## src/rtl/lvds_tx_stream_arbiter_pkg.sv

```systemverilog
// Shared types and constants for the LVDS TX stream arbiter and lvds_tx.
// State encodings are one-hot; the frame width matches the LVDS serializer word.
package lvds_tx_stream_arbiter_pkg;

   localparam int FRAME_W = 32;

   typedef enum logic [2:0] {
      ST_IDLE   = 3'b001,
      ST_STREAM = 3'b010,
      ST_SWITCH = 3'b100
   } arb_state_e;

   // Channel to grant from IDLE: the preferred one when both are eligible, else the eligible one.
   function automatic logic pick_ch(input logic [1:0] elig, input logic pref);
      return (&elig) ? pref : elig[1];
   endfunction

endpackage

```

## src/rtl/lvds_tx_stream_arbiter_if.sv

```systemverilog
// FIFO-side handshake bundle: two upstream sample FIFOs and the virtual FIFO toward lvds_tx.
// master = arbiter view, slave = FIFOs/lvds_tx view.
interface lvds_tx_stream_arbiter_if;
   import lvds_tx_stream_arbiter_pkg::*;

   logic               ch0_empty;
   logic               ch0_pull;
   logic [FRAME_W-1:0] ch0_data;
   logic               ch1_empty;
   logic               ch1_pull;
   logic [FRAME_W-1:0] ch1_data;
   logic               fifo_empty;
   logic               fifo_pull;
   logic [FRAME_W-1:0] fifo_data;

   modport master (
      input  ch0_empty, ch0_data, ch1_empty, ch1_data, fifo_pull,
      output ch0_pull, ch1_pull, fifo_empty, fifo_data
   );

   modport slave (
      output ch0_empty, ch0_data, ch1_empty, ch1_data, fifo_pull,
      input  ch0_pull, ch1_pull, fifo_empty, fifo_data
   );

endinterface

```

## src/rtl/lvds_tx_gap_pacer.sv

```systemverilog
// Frame-gap pacer: counts idle LVDS frames after each forwarded word.
// A load on the same cycle as a frame strobe takes priority; the count saturates at zero.
module lvds_tx_gap_pacer #(
   parameter int GAP_W = 4
) (
   input  logic             i_ddr_clk,
   input  logic             i_rst,
   input  logic             i_load,
   input  logic             i_frame_sbe,
   input  logic [GAP_W-1:0] i_sample_gap,
   output logic             o_gap_zero
);

   logic [GAP_W-1:0] gap_cnt;

   // NOTE: clocked state uses non-blocking assignments so every register samples pre-edge values.
   always_ff @(posedge i_ddr_clk) begin
      if (i_rst) begin
         gap_cnt <= '0;
      end else if (i_load) begin
         gap_cnt <= i_sample_gap;
      end else if (i_frame_sbe && (gap_cnt != '0)) begin
         gap_cnt <= gap_cnt - 1'b1;
      end
   end

   assign o_gap_zero = (gap_cnt == '0);

endmodule

```

## src/rtl/lvds_tx_stream_arbiter.sv

```systemverilog
// Round-robin burst arbiter presenting two TX sample FIFOs to lvds_tx as one FIFO.
// Optional feature: define ARB_UNDERRUN_CNT_EN to build the saturating underrun counter.
module lvds_tx_stream_arbiter
   import lvds_tx_stream_arbiter_pkg::*;
#(
   parameter int BURST_LEN = 16,
   parameter int GAP_W     = 4
) (
   input  logic                       i_ddr_clk,
   input  logic                       i_rst,
   input  logic                       i_frame_sbe,
   input  logic [1:0]                 i_ch_enable,
   input  logic [GAP_W-1:0]           i_sample_gap,
   lvds_tx_stream_arbiter_if.master   bus,
   output logic                       o_active_ch,
   output logic                       o_busy,
   output logic [15:0]                o_underrun_cnt
);

   localparam logic [7:0] BURST_MAX = 8'(BURST_LEN);

   arb_state_e state, state_nxt;
   logic       grant, grant_nxt;
   logic       pref, pref_nxt;   // channel favoured when both are eligible in IDLE
   logic       clr_cnt;
   logic [7:0] word_cnt;
   logic       pull_d;
   logic       gap_zero;
   logic [1:0] ch_empty, elig;
   logic       g_en, g_empty, streaming, burst_done, can_fwd, fwd, hold;

   assign ch_empty   = {bus.ch1_empty, bus.ch0_empty};
   assign elig       = i_ch_enable & ~ch_empty;
   assign g_en       = i_ch_enable[grant];
   assign g_empty    = ch_empty[grant];
   assign streaming  = (state == ST_STREAM);
   assign burst_done = (word_cnt >= BURST_MAX);
   assign can_fwd    = streaming & g_en & ~g_empty & gap_zero & ~burst_done & ~i_rst;
   assign fwd        = bus.fifo_pull & can_fwd;
   // lvds_tx samples data the cycle after a pull, so the mux is frozen for two cycles.
   assign hold       = bus.fifo_pull | pull_d;

   assign bus.fifo_empty = ~can_fwd;
   assign bus.ch0_pull   = fwd & ~grant;
   assign bus.ch1_pull   = fwd & grant;
   assign bus.fifo_data  = grant ? bus.ch1_data : bus.ch0_data;
   assign o_active_ch    = grant;
   assign o_busy         = streaming;

   // NOTE: every output of this block gets a default first, so no path can infer a latch.
   always_comb begin
      state_nxt = state;
      grant_nxt = grant;
      pref_nxt  = pref;
      clr_cnt   = 1'b0;
      unique case (state)
         ST_IDLE: begin
            if ((|elig) && !hold) begin
               state_nxt = ST_STREAM;
               grant_nxt = pick_ch(elig, pref);
               clr_cnt   = 1'b1;
            end
         end
         ST_STREAM: begin
            if (!hold && (burst_done || g_empty || !g_en)) state_nxt = ST_SWITCH;
         end
         ST_SWITCH: begin
            if (!hold) begin
               if (elig[~grant]) begin
                  state_nxt = ST_STREAM;
                  grant_nxt = ~grant;
                  clr_cnt   = 1'b1;
               end else if (elig[grant]) begin
                  state_nxt = ST_STREAM;
                  clr_cnt   = 1'b1;
               end else begin
                  state_nxt = ST_IDLE;
               end
            end
         end
         default: state_nxt = ST_IDLE;
      endcase
      if (clr_cnt) pref_nxt = ~grant_nxt;
   end

   always_ff @(posedge i_ddr_clk) begin
      if (i_rst) begin
         state    <= ST_IDLE;
         grant    <= 1'b0;
         pref     <= 1'b0;
         word_cnt <= '0;
         pull_d   <= 1'b0;
      end else begin
         state    <= state_nxt;
         grant    <= grant_nxt;
         pref     <= pref_nxt;
         pull_d   <= bus.fifo_pull;
         if (clr_cnt) begin
            word_cnt <= '0;
         end else if (fwd) begin
            word_cnt <= word_cnt + 8'd1;
         end
      end
   end

   lvds_tx_gap_pacer #(.GAP_W(GAP_W)) u_gap_pacer (
      .i_ddr_clk    (i_ddr_clk),
      .i_rst        (i_rst),
      .i_load       (fwd),
      .i_frame_sbe  (i_frame_sbe),
      .i_sample_gap (i_sample_gap),
      .o_gap_zero   (gap_zero)
   );

`ifdef ARB_UNDERRUN_CNT_EN
   logic [15:0] underrun_cnt;
   logic        underrun;

   // A frame boundary passed while lvds_tx was entitled to a word but the granted FIFO had none.
   assign underrun = streaming & g_en & ~burst_done & gap_zero & g_empty & i_frame_sbe;

   always_ff @(posedge i_ddr_clk) begin
      if (i_rst) begin
         underrun_cnt <= '0;
      end else if (underrun && (underrun_cnt != 16'hFFFF)) begin
         underrun_cnt <= underrun_cnt + 16'd1;
      end
   end

   assign o_underrun_cnt = underrun_cnt;
`else
   assign o_underrun_cnt = 16'd0;
`endif

endmodule

```

## src/flat_wrapper.sv

```systemverilog
// flat-port wrapper written by rule: the top's interface ports become plain ports
module lvds_tx_stream_arbiter_flat import lvds_tx_stream_arbiter_pkg::*;
#(
   parameter int BURST_LEN = 16,
   parameter int GAP_W     = 4
)
  (i_ddr_clk, i_rst, i_frame_sbe, i_ch_enable, i_sample_gap, o_active_ch, o_busy, o_underrun_cnt, bus_ch0_empty, bus_ch0_data, bus_ch1_empty, bus_ch1_data, bus_fifo_pull, bus_ch0_pull, bus_ch1_pull, bus_fifo_empty, bus_fifo_data);
  lvds_tx_stream_arbiter_if bus_i ();
  input  logic i_ddr_clk;
  input  logic i_rst;
  input  logic i_frame_sbe;
  input  logic [1:0] i_ch_enable;
  input  logic [GAP_W-1:0] i_sample_gap;
  output logic o_active_ch;
  output logic o_busy;
  output logic [15:0] o_underrun_cnt;
  input wire logic [$bits(bus_i.ch0_empty)-1:0] bus_ch0_empty;
  input wire logic [$bits(bus_i.ch0_data)-1:0] bus_ch0_data;
  input wire logic [$bits(bus_i.ch1_empty)-1:0] bus_ch1_empty;
  input wire logic [$bits(bus_i.ch1_data)-1:0] bus_ch1_data;
  input wire logic [$bits(bus_i.fifo_pull)-1:0] bus_fifo_pull;
  output wire logic [$bits(bus_i.ch0_pull)-1:0] bus_ch0_pull;
  output wire logic [$bits(bus_i.ch1_pull)-1:0] bus_ch1_pull;
  output wire logic [$bits(bus_i.fifo_empty)-1:0] bus_fifo_empty;
  output wire logic [$bits(bus_i.fifo_data)-1:0] bus_fifo_data;
  assign bus_i.ch0_empty = bus_ch0_empty;
  assign bus_i.ch0_data = bus_ch0_data;
  assign bus_i.ch1_empty = bus_ch1_empty;
  assign bus_i.ch1_data = bus_ch1_data;
  assign bus_i.fifo_pull = bus_fifo_pull;
  assign bus_ch0_pull = bus_i.ch0_pull;
  assign bus_ch1_pull = bus_i.ch1_pull;
  assign bus_fifo_empty = bus_i.fifo_empty;
  assign bus_fifo_data = bus_i.fifo_data;
  lvds_tx_stream_arbiter #(.BURST_LEN(BURST_LEN), .GAP_W(GAP_W)) u_core (.i_ddr_clk(i_ddr_clk), .i_rst(i_rst), .i_frame_sbe(i_frame_sbe), .i_ch_enable(i_ch_enable), .i_sample_gap(i_sample_gap), .bus(bus_i), .o_active_ch(o_active_ch), .o_busy(o_busy), .o_underrun_cnt(o_underrun_cnt));
endmodule
```

## config.mk

```make
export PLATFORM = sky130hd
export DESIGN_NAME = lvds_tx_stream_arbiter_flat
export DESIGN_NICKNAME = d
export VERILOG_FILES = /design/src/rtl/lvds_tx_stream_arbiter_pkg.sv /design/src/rtl/lvds_tx_stream_arbiter_if.sv /design/src/rtl/lvds_tx_gap_pacer.sv /design/src/rtl/lvds_tx_stream_arbiter.sv /design/src/flat_wrapper.sv
export SDC_FILE = /design/constraint.sdc
export NUM_CORES = 1
export LEC_CHECK = 0
export BUFFER_PORTS_ARGS = -buffer_cell sky130_fd_sc_hd__buf_2
export CAP_MARGIN = 20
export CORE_MARGIN = 3
export CORE_UTILIZATION = 36
export CTS_BUF_LIST = sky130_fd_sc_hd__clkbuf_8
export DETAILED_ROUTE_END_ITERATION = 6
export PLACE_DENSITY = 0.78
export REMOVE_ABC_BUFFERS = 1
export SLEW_MARGIN = 20
export SYNTH_ARGS = -nofsm -noshare
export SYNTH_HDL_FRONTEND = slang
export SYNTH_SLANG_ARGS = --single-unit
```

## constraint.sdc

```tcl
create_clock -name i_ddr_clk -period 1.8 [get_ports i_ddr_clk]
set_clock_uncertainty 0.05 [all_clocks]
set_input_delay 0.36 -clock i_ddr_clk [delete_from_list [all_inputs] [get_ports i_ddr_clk]]
set_output_delay 0.36 -clock i_ddr_clk [all_outputs]
set_load 0.01 [all_outputs]
```

==> impl_metrics.py <==
metrics = {
    "setup_path": {
        "critPathTopFamily": "simple AND/OR/NAND/NOR gates",
        "crit_fanout": 2,
        "crit_type": "flip-flop to output port",
        "crit_arrival_ns": 1.77,
        "cp-start-kind": "flip-flop",
        "crit_chain": "inv_2 > ha_4 > or3b_4 > or4_4 > buf_6",
        "endpoint_kind": "output port",
        "cp.required_ns": 1.39,
        "crit_path_top_delay_cell": "or4_4",
        "crit_buf_inv": 2,
        "critical-path-max-stage-delay_ns": 0.43,
    },
    "sta": {
        "hold_violations": 0,
        "hold_ws_ns": 0.2928,
        "tightest_slew_ns": 0.5058,
        "fin_tns_setup_ns": -2.599,
        "drv_slew": 0,
        "finalWorstSetupSlack_ns": -0.3773,
        "setup_violations": 33,
        "slew_headroom": 0.6621,
        "fin_crit_ns": 2.177,
        "rsz0062_at_grt": "true",
        "max_freq_ghz": 0.4593,
        "min_period_over_period": 1.210,
    },
    "job": {
        "cap_violations": 0,
    },
    "floorplan": {
        "die_h_um": 71.91,
        "dieArea_um2": 5171,
        "ios": 129,
        "core_area_um2": 4086,
        "dieWidth_um": 71.91,
        "initial_utilization": 0.3827,
        "fp-row-count": 23,
    },
    "cts": {
        "cts.clk_slew.worst_paths_ns": 0.08,
        "cts_root_buf": "clkbuf_8",
        "cts_made_buffers": 3,
        "clock-sinks": 18,
        "hold_buffers": 0,
        "clock_latency_ns": 0.26,
        "cts_tree": "yes",
        "clockBufferDepth": 2,
        "h-tree-depth": 1,
    },
    "drt": {
        "vias": 1921,
        "ant_nets": 0,
        "drc": 0,
        "wl_mm": 6.741,
        "wl_per_cell_um": 18.02,
        "first_iter_violations": 85,
        "drt-pass1-iter-count": 4,
        "via_per_inst": 5.136,
    },
    "logic_synthesis": {
        "synth_commonest_cells": "mux2_2, dfxtp_1, buf_4",
        "synthFlopType": "dfxtp_1",
        "synthTopCellsByArea": "mux2_2, dfxtp_1, buf_4, a21oi_1, ha_1",
        "synth_top_area_share": 0.2376,
        "postSynth.asyncResetShare": 0,
        "synth_edf_count": 0,
        "ys_seq_area_frac": 0.2304,
        "avgSynthCellArea_um2": 8.989,
        "ys_warn_count": 0,
        "netlist-cell-type-count": 49,
        "yosys.area.top_type": "mux2_2",
        "syn_inst": 174,
        "yosys.cell_count.top_type": "mux2_2",
        "ys_ff_latch": 18,
        "netlist_area_um2": 1564,
    },
    "global_routing": {
        "grt_busiest_layer": "met2",
        "grt-ovfl-total": 0,
        "antenna_found_initial": 0,
        "grt_max_degree": 20,
        "use_met2": 0.3806,
        "met1_usage": 0.2491,
        "grt_use_met3": 0.02632,
        "grt_usage": 0.2085,
        "grt_pass1_wl_mm": 8.756,
        "grt_pass1_vias": 1899,
    },
    "place": {
        "place.detailed.hpwl_mm": 4.155,
        "io_buffers": 112,
        "place_congestion": 0.8804,
    },
    "finish": {
        "diodes": 0,
        "drive_above_1_share": 0.6759,
        "multiInputGateArea_um2": 1255,
        "area_delta_synth_final_pct": 90.08,
        "register_area_um2": 364.1,
        "num-fill-cells": 274,
        "fin_nets": 406,
    },
    "power": {
        "vdd_drop_max_uv": 379.0,
        "p_per_area_nw_per_um2": 698.1,
        "total_leakage_power_uw": 0.001452,
    },
    "status": {
        "violations": "negative setup slack",
        "outcome": "complete, but fails checks",
    },
    "worst_hold_path": {
        "hold_path.class": "primary input to flip-flop",
    },
}
## metal layers
layer / part of all wire / wire length [um]
met3: 0.069 / 468
met4: 0.032 / 214
met5: 0 / 0
met2: 0.53 / 3589
met1: 0.37 / 2469
## placed cells by master, fill, tap and decap left out, drive strengths merged, types with 2 or more instances in the layout
cell type,synthesis,layout
dfxtp,18,18
nand2b,6,6
a31oi,2,2
inv,8,8
clkbuf,2,6
ha,4,4
o21ai,7,7
nor3b,4,4
and3,3,3
conb,1,16
or2,2,2
mux2,33,33
nor2b,3,3
and2,3,3
nor3,3,3
nand3,8,8
nand2,4,4
a21oi,11,11
nor2,6,6
o31ai,3,3
buf,22,153
or4,4,4
## cells by family (layout without fill, tap and decap cells)
group | count (synthesis) | in the layout | synth area share
compound gates | 33 | 33 | 0.1512
xor+xnor | 1 | 1 | 0.005601
fa+ha+maj | 4 | 4 | 0.03200
buf+inv | 32 | 167 | 0.1240
flops | 18 | 18 | 0.2304
mux | 34 | 34 | 0.2440
other cells | 1 | 16 | 0.002398
simple gates | 51 | 51 | 0.2104
## area by class of cell
type,instances,share of cell area
clock buffers,3,0.01389
inverters,8,0.01010
multi-input cells,139,0.4221
flip-flops and latches,18,0.1225
well taps,50,0.02104
repair buffers,156,0.4104
## per-stage QoR
step           utilization  cell area (um2)  total power [uW]  setup slack, ns  std cells
2_1_floorplan            -             1456             883.7          -0.8142        165
3_3_place_gp        0.5585             2282              1222          -0.3229        354
3_5_place_dp        0.5585             2282              1240          -0.3723        354
4_1_cts             0.6099             2492              1786          -0.3248        364
5_1_grt             0.7275             2973              2167          -0.3929        374
6_report            0.7275             2973              2075          -0.3773        374
## final timing paths
| kind | depth (start not counted) | end | from | slack [ns] |
|---|---|---|---|---|
| max reg2reg | 8 | u_core.u_gap_pacer.gap_cnt[1]$_SDFFE_PP0P_ | u_core.u_gap_pacer.gap_cnt[1]$_SDFFE_PP0P_ | -0.01 |
| min | 2 | u_core.u_gap_pacer.gap_cnt[1]$_SDFFE_PP0P_ | i_sample_gap[1] | 0.29 |
| max | 5 | bus_fifo_empty | u_core.u_gap_pacer.gap_cnt[1]$_SDFFE_PP0P_ | -0.38 |
| min reg2reg | 2 | u_core.pref$_SDFFE_PP0P_ | u_core.pref$_SDFFE_PP0P_ | 0.43 |
## state kept, by name (all words and copies together), names as in the netlist
name,count
u_core.pref,1
u_core.o_active_ch,1
u_core.u_gap_pacer.gap_cnt,4
u_core.word_cnt,8
u_core.pull_d,1
u_core.state,3
## power by group
part	switching [uW]	internal, uW	total (uW)
clock network	145	149	294
registers	31.5	449	480
logic	519	783	1300
total	695	1380	2080
## repair_timing
item                       4_1_cts  5_1_grt
pin swaps                        5        4
setup endpoints to repair       35       43
resized for setup               23       78
cloned                           1        4
buffers inserted                 6        7
(Power assumes the default switching activity.)
